===== src/rtl/axi_lite_ipif_bridge.sv =====
// AXI4-Lite slave to IPIF bridge: one outstanding transaction, alternating
// write/read arbitration and a per-transaction timeout that forces SLVERR.
module axi_lite_ipif_bridge #(
  parameter int C_S_AXI_DATA_WIDTH = 32,
  parameter int C_S_AXI_ADDR_WIDTH = 32,
  parameter int C_TIMEOUT          = 32
) (
  input  logic                              S_AXI_ACLK,
  input  logic                              S_AXI_ARESETN,
  input  logic [C_S_AXI_ADDR_WIDTH-1:0]     S_AXI_AWADDR,
  input  logic                              S_AXI_AWVALID,
  output logic                              S_AXI_AWREADY,
  input  logic [C_S_AXI_DATA_WIDTH-1:0]     S_AXI_WDATA,
  input  logic [C_S_AXI_DATA_WIDTH/8-1:0]   S_AXI_WSTRB,
  input  logic                              S_AXI_WVALID,
  output logic                              S_AXI_WREADY,
  output logic [1:0]                        S_AXI_BRESP,
  output logic                              S_AXI_BVALID,
  input  logic                              S_AXI_BREADY,
  input  logic [C_S_AXI_ADDR_WIDTH-1:0]     S_AXI_ARADDR,
  input  logic                              S_AXI_ARVALID,
  output logic                              S_AXI_ARREADY,
  output logic [C_S_AXI_DATA_WIDTH-1:0]     S_AXI_RDATA,
  output logic [1:0]                        S_AXI_RRESP,
  output logic                              S_AXI_RVALID,
  input  logic                              S_AXI_RREADY,
  output logic                              Bus2IP_Clk,
  output logic                              Bus2IP_Resetn,
  output logic [C_S_AXI_ADDR_WIDTH-1:0]     Bus2IP_Addr,
  output logic                              Bus2IP_CS,
  output logic                              Bus2IP_RNW,
  output logic [C_S_AXI_DATA_WIDTH-1:0]     Bus2IP_Data,
  output logic [C_S_AXI_DATA_WIDTH/8-1:0]   Bus2IP_BE,
  input  logic [C_S_AXI_DATA_WIDTH-1:0]     IP2Bus_Data,
  input  logic                              IP2Bus_RdAck,
  input  logic                              IP2Bus_WrAck,
  input  logic                              IP2Bus_Error
);

  localparam int STRB_W = C_S_AXI_DATA_WIDTH / 8;
  localparam int CNT_W  = $clog2(C_TIMEOUT) + 1;
  localparam logic [CNT_W-1:0] CNT_LAST = CNT_W'(C_TIMEOUT - 1);
  localparam logic [CNT_W-1:0] CNT_ONE  = CNT_W'(1);

  typedef enum logic [2:0] {
    IDLE = 3'd0,
    WR   = 3'd1,
    RD   = 3'd2,
    BRSP = 3'd3,
    RRSP = 3'd4
  } state_t;

  function automatic logic [1:0] resp_of(input logic err);
    if (err) return 2'b10;
    else     return 2'b00;
  endfunction

  state_t                          state_r;
  logic [CNT_W-1:0]                cnt_r;
  logic                            prefer_wr_r;
  logic                            wr_go_s;
  logic                            rd_go_s;
  logic [C_S_AXI_ADDR_WIDTH-1:0]   addr_r;
  logic [C_S_AXI_DATA_WIDTH-1:0]   data_r;
  logic [STRB_W-1:0]               be_r;
  logic                            rnw_r;
  logic                            cs_r;
  logic                            bvalid_r;
  logic [1:0]                      bresp_r;
  logic                            rvalid_r;
  logic [1:0]                      rresp_r;
  logic [C_S_AXI_DATA_WIDTH-1:0]   rdata_r;

  // Acceptance decision in IDLE; on contention the type not served last wins
  always_comb begin
    wr_go_s = 1'b0;
    rd_go_s = 1'b0;
    if ((state_r == IDLE) && S_AXI_ARESETN) begin
      if (S_AXI_AWVALID && S_AXI_WVALID && (prefer_wr_r || !S_AXI_ARVALID)) begin
        wr_go_s = 1'b1;
      end else if (S_AXI_ARVALID) begin
        rd_go_s = 1'b1;
      end else begin
        rd_go_s = 1'b0;
      end
    end else begin
      wr_go_s = 1'b0;
      rd_go_s = 1'b0;
    end
  end

  // Transaction FSM with registered IPIF and response outputs
  always_ff @(posedge S_AXI_ACLK or negedge S_AXI_ARESETN) begin
    if (!S_AXI_ARESETN) begin
      state_r     <= IDLE;
      cnt_r       <= '0;
      prefer_wr_r <= 1'b1;
      addr_r      <= '0;
      data_r      <= '0;
      be_r        <= '0;
      rnw_r       <= 1'b1;
      cs_r        <= 1'b0;
      bvalid_r    <= 1'b0;
      bresp_r     <= 2'b00;
      rvalid_r    <= 1'b0;
      rresp_r     <= 2'b00;
      rdata_r     <= '0;
    end else begin
      case (state_r)
        IDLE: begin
          if (wr_go_s) begin
            addr_r      <= S_AXI_AWADDR;
            data_r      <= S_AXI_WDATA;
            be_r        <= S_AXI_WSTRB;
            rnw_r       <= 1'b0;
            cs_r        <= 1'b1;
            cnt_r       <= '0;
            prefer_wr_r <= 1'b0;
            state_r     <= WR;
          end else if (rd_go_s) begin
            addr_r      <= S_AXI_ARADDR;
            rnw_r       <= 1'b1;
            cs_r        <= 1'b1;
            cnt_r       <= '0;
            prefer_wr_r <= 1'b1;
            state_r     <= RD;
          end
        end
        WR: begin
          if (IP2Bus_WrAck) begin
            bresp_r  <= resp_of(IP2Bus_Error);
            bvalid_r <= 1'b1;
            cs_r     <= 1'b0;
            state_r  <= BRSP;
          end else if (cnt_r == CNT_LAST) begin
            bresp_r  <= 2'b10;
            bvalid_r <= 1'b1;
            cs_r     <= 1'b0;
            state_r  <= BRSP;
          end else begin
            cnt_r <= cnt_r + CNT_ONE;
          end
        end
        RD: begin
          // An ack on the final timeout cycle still takes precedence
          if (IP2Bus_RdAck) begin
            rdata_r  <= IP2Bus_Data;
            rresp_r  <= resp_of(IP2Bus_Error);
            rvalid_r <= 1'b1;
            cs_r     <= 1'b0;
            state_r  <= RRSP;
          end else if (cnt_r == CNT_LAST) begin
            rdata_r  <= '0;
            rresp_r  <= 2'b10;
            rvalid_r <= 1'b1;
            cs_r     <= 1'b0;
            state_r  <= RRSP;
          end else begin
            cnt_r <= cnt_r + CNT_ONE;
          end
        end
        BRSP: begin
          if (S_AXI_BREADY) begin
            bvalid_r <= 1'b0;
            state_r  <= IDLE;
          end
        end
        RRSP: begin
          if (S_AXI_RREADY) begin
            rvalid_r <= 1'b0;
            state_r  <= IDLE;
          end
        end
        default: begin
          state_r  <= IDLE;
          cs_r     <= 1'b0;
          bvalid_r <= 1'b0;
          rvalid_r <= 1'b0;
        end
      endcase
    end
  end

  assign S_AXI_AWREADY = wr_go_s;
  assign S_AXI_WREADY  = wr_go_s;
  assign S_AXI_ARREADY = rd_go_s;
  assign S_AXI_BVALID  = bvalid_r;
  assign S_AXI_BRESP   = bresp_r;
  assign S_AXI_RVALID  = rvalid_r;
  assign S_AXI_RRESP   = rresp_r;
  assign S_AXI_RDATA   = rdata_r;
  assign Bus2IP_Clk    = S_AXI_ACLK;
  assign Bus2IP_Resetn = S_AXI_ARESETN;
  assign Bus2IP_Addr   = addr_r;
  assign Bus2IP_CS     = cs_r;
  assign Bus2IP_RNW    = rnw_r;
  assign Bus2IP_Data   = data_r;
  assign Bus2IP_BE     = be_r;

endmodule


===== config.mk =====
export PLATFORM = sky130hd
export DESIGN_NAME = axi_lite_ipif_bridge
export DESIGN_NICKNAME = d
export VERILOG_FILES = /design/src/rtl/axi_lite_ipif_bridge.sv
export SDC_FILE = /design/constraint.sdc
export NUM_CORES = 1
export LEC_CHECK = 0
export ABC_AREA = 1
export BUFFER_PORTS_ARGS = -buffer_cell sky130_fd_sc_hd__buf_2
export CAP_MARGIN = 30
export CORE_MARGIN = 2
export CORE_UTILIZATION = 30
export CTS_CLUSTER_DIAMETER = 40
export DETAILED_ROUTE_END_ITERATION = 10
export GPL_ROUTABILITY_DRIVEN = 0
export MAX_ROUTING_LAYER = met4
export SLEW_MARGIN = 20
export SYNTH_ARGS = -nofsm -noshare
export SYNTH_HDL_FRONTEND = slang
export SYNTH_SLANG_ARGS = --single-unit

===== constraint.sdc =====
create_clock -name S_AXI_ACLK -period 1.6 [get_ports S_AXI_ACLK]
set_input_delay 0.16 -clock S_AXI_ACLK [delete_from_list [all_inputs] [get_ports S_AXI_ACLK]]
set_output_delay 0.16 -clock S_AXI_ACLK [all_outputs]
set_load 0.02 [all_outputs]

Word level (Yosys, flattened, before mapping)
Index checks and enable logic that the tools add are counted.

Add/sub/neg operators: 1. Multipliers: 0. Div/mod/pow operators: 0. Magnitude comparators: 0. Eq/ne operators: 12. Shift-type cells: 0. Mux-type cells: 42. Bitwise gates (word level): 3. Reductions and logical operators: 22.

Operators with widths (count): $mux W32 (4); $mux W6 (5); $mux W3 (8); $pmux W6 S3 (1); $mux W1 (16); $pmux W3 S5 (1); $reduce_and A2 Y1 (5); $ne A3 B3 Y1 const B (3); $mux W2 (4); $ne A2 B2 Y1 const B (4); $add A6 B1 Y6 const B (1); $eq A3 B2 Y1 const B (2); $eq A6 B5 Y1 const B (1); $pmux W1 S3 (2); $reduce_and A3 Y1 (2); $reduce_bool A2 Y1 (3); $reduce_or A3 Y1 (2); $reduce_and A5 Y1 (1); $pmux W1 S4 (1); $reduce_and A4 Y1 (1); $eq A3 B1 Y1 const B (1); $eq A3 B3 Y1 const B (1); $logic_and A1 B1 Y1 (3); $logic_not A3 Y1 (1); 5 further kinds (7).

Register bits: 117. Latch bits: 0. RAM bits: 0. Bits in read-only memories: 0. Bits of input ports: 142. Output and inout port bits: 113. Word-level logic and storage cells: 92. Memories kept: 0.

Longest topological paths before layout
Word-level depth: 8. Gate-level depth with buffers: 10. Gate-level depth less buffers: 10.

==> qor.yml <==
status:
  status: "complete, but fails checks"
  failed_checks: "setup timing"
timing:
  fmax_mhz: 576
  rsz0062_at_grt: "true"
  hold_viol_final: 0
  finalSetupViolCount: 32
  setup_slack_ns: -0.135
  finalCriticalPeriod_ns: 1.74
  max_slew_margin: 0.515
  fin_crit_sh: 1.08
  final.setup_skew_ns: 0.0176
  tightest_slew_ns: 0.727
  drv_slew: 0
global_routing:
  grt_remaining_overflow: 0
  grt_max_degree: 60
  grt_use_total: 0.194
  grt_pass1_wl_um: 27000
  grt_antenna_before_repair: 0
  grt_pass1_vias: 5612
floorplan:
  die_area_um2: 18500
  start_util: 0.304
  fp.dieH_um: 136
  ios: 255
  die_x_um: 136
  core_um2: 17200
  rows: 48
drt:
  first_pass_iters: 9
  drt_iter0_markers: 262
  vias: 5720
  drc: 0
  antenna_left: 0
  via_per_inst: 4.46
  routed_wirelength_um: 19600
  wire_per_inst_um: 15.3
layout:
  final_common_cell: "nand2_1"
  mostFrequentLayoutCells: "nand2_1, buf_2, dlygate4sd3_1"
  utilization: 0.553
  n_antenna_cell: 0
  drive_gt1_frac: 0.376
  final_cells: 1283
  area_delta_synth_final_pct: 81.6
  nNetsFinal: 1188
clock_network:
  clock_latency_ns: 0.53
  clk_pin_slew_ns: 0.06
  tritoncts: "yes"
synthesis:
  synth_cells: 612
  syn-cell-area_um2: 5230
  synthesis.area_per_instance_um2: 8.54
  yosys_warnings: 0
  ys_seq_elements: 115
  synth.distinct_cells: 31
  yosysSeqAreaShare: 0.551
placement:
  dp_hpwl_um: 10600
  place_inst: 1084
  placement.io_buffers: 252
job:
  cap_violations: 0
power_and_ir_drop:
  powerDensity_nw_per_um2: 1770
  p_leak_nw: 5.20
  ir_drop_v: 0.000984
setup_path:
  setup.worst_path.class: "reg2out"
  critPathLaunchType: "flip-flop"
  critPathCaptureType: "output pin"
  critPathMaxFanout: 3
  cp.arrival_ns: 1.58
  critPathRequiredTime_ns: 1.44
hold_path:
  hp-class: "in2async"
## what timing repair did
item | 4_1_cts | 5_1_grt
setup buffers | 5 | 9
gates cloned | 0 | 14
pin swaps | 6 | 15
hold endpoints to repair | 218 | 0
setup endpoints to repair | 9 | 82
gates resized for setup | 17 | 33
hold buffers | 137 | 0
## layer usage
metal  vias up  track usage  part of all wire
met5         -            -                 0
met1      2651        0.220              0.42
li1       2777            -                 -
met4         0       0.0914             0.028
met3        43       0.0470             0.055
met2       249        0.322              0.49
## where the power goes
part	internal (mW)	leakage, nW	switching [mW]
clock	3.01	0.350	1.56
combinational	2.80	3.41	4.43
sequential	4.23	1.44	0.739
## Yosys cell counts
| master | number | share of area |
|---|---|---|
| a21oi_1 | 11 | 0.011 |
| a21oi_4 | 1 | 0.0031 |
| buf_2 | 10 | 0.0096 |
| buf_4 | 11 | 0.016 |
| buf_6 | 8 | 0.017 |
| clkbuf_1 | 1 | 0.00072 |
| clkbuf_2 | 1 | 0.00096 |
| conb_1 | 1 | 0.00072 |
| dfrtp_1 | 114 | 0.55 |
| dfstp_2 | 1 | 0.0050 |
| ha_1 | 1 | 0.0024 |
| inv_1 | 19 | 0.014 |
| inv_2 | 6 | 0.0043 |
| nand2_1 | 309 | 0.22 |
| nand2_4 | 1 | 0.0022 |
| nand3_1 | 17 | 0.016 |
| nand3_4 | 1 | 0.0034 |
| nand4_1 | 2 | 0.0024 |
| nor2_1 | 25 | 0.018 |
| nor2_2 | 2 | 0.0024 |
| nor2_4 | 2 | 0.0043 |
| nor2_8 | 1 | 0.0038 |
| nor3b_1 | 2 | 0.0029 |
| o211ai_1 | 10 | 0.014 |
| o211ai_2 | 12 | 0.029 |
| o21ai_0 | 17 | 0.016 |
| o21ai_4 | 1 | 0.0031 |
| o21bai_1 | 2 | 0.0029 |
| o22ai_1 | 1 | 0.0012 |
| or2_1 | 7 | 0.0084 |
| or2_2 | 15 | 0.018 |
## per-stage QoR
stage	hold WS [ns]	TNS [ns]	power, mW	cell area (µm²)	worst slack [ns]
floorplan	-0.136	0	8.91	5240	0.0138
global placement	0.230	0	11.2	6850	0.0205
finish	0.0562	-1.56	16.8	9490	-0.135
global route	0.0694	-5.03	17.8	9490	-0.182
detailed placement	0.230	-0.0175	11.3	6850	-0.00683
CTS	0.0895	-0.459	16.2	9020	-0.149
## final timing paths
check / startpoint / endpoint / slack [ns] / cells after the start
setup / recovery: Bus2IP_RNW$_DFFE_PN1P_ / S_AXI_AWREADY / -0.14 / 6
hold / removal: S_AXI_ARESETN / S_AXI_RDATA[6]$_DFFE_PN0P_ / 0.06 / 3
setup reg to reg: state_r[1]$_DFFE_PN0P_ / Bus2IP_Addr[9]$_DFFE_PN0P_ / -0.07 / 10
hold reg to reg: Bus2IP_Data[17]$_DFFE_PN0P_ / Bus2IP_Data[17]$_DFFE_PN0P_ / 0.46 / 2
max in group asynchronous: S_AXI_ARESETN / S_AXI_RDATA[15]$_DFFE_PN0P_ / 0.86 / 3
min in group S_AXI_ACLK: IP2Bus_RdAck / S_AXI_RRESP[1]$_DFFE_PN0P_ / 0.09 / 4
## critical path, cell delays in order, from the launching register on
cell and delay [ns]:
dfstp_2 0.53, inv_2 0.04, nand2_2 0.06, nand2_4 0.09, nor2_8 0.12, buf_6 0.11
buf_6 0.11
## sequential cells by signal (all words and copies together), names as in the netlist
register      flops
cnt_r             6
Bus2IP_CS         1
S_AXI_RVALID      1
S_AXI_RDATA      32
S_AXI_BVALID      1
state_r           3
Bus2IP_BE         4
S_AXI_BRESP       1
S_AXI_RRESP       1
Bus2IP_RNW        1
Bus2IP_Data      32
Bus2IP_Addr      32
## area by class of cell
class                   instances  area [µm²]
clock inverters                13         198
inverters                      25         116
repair buffers                439        3380
clock buffers                  23         523
fillers                      1530        7680
well taps                     225         282
multi-input cells             442        2100
flip-flops and latches        115        2880
repair inverters                1        8.76
## cells by family after synthesis
family | count (synthesis) | share of synthesized area
AOI/OAI and AO/OA | 55 | 0.0802
adders and majority gates | 1 | 0.00239
buffers and inverters | 56 | 0.0622
DFF | 115 | 0.551
other | 1 | 0.000717
and+or+nand+nor | 384 | 0.304
Note: power is estimated with default switching activity, not from simulation.
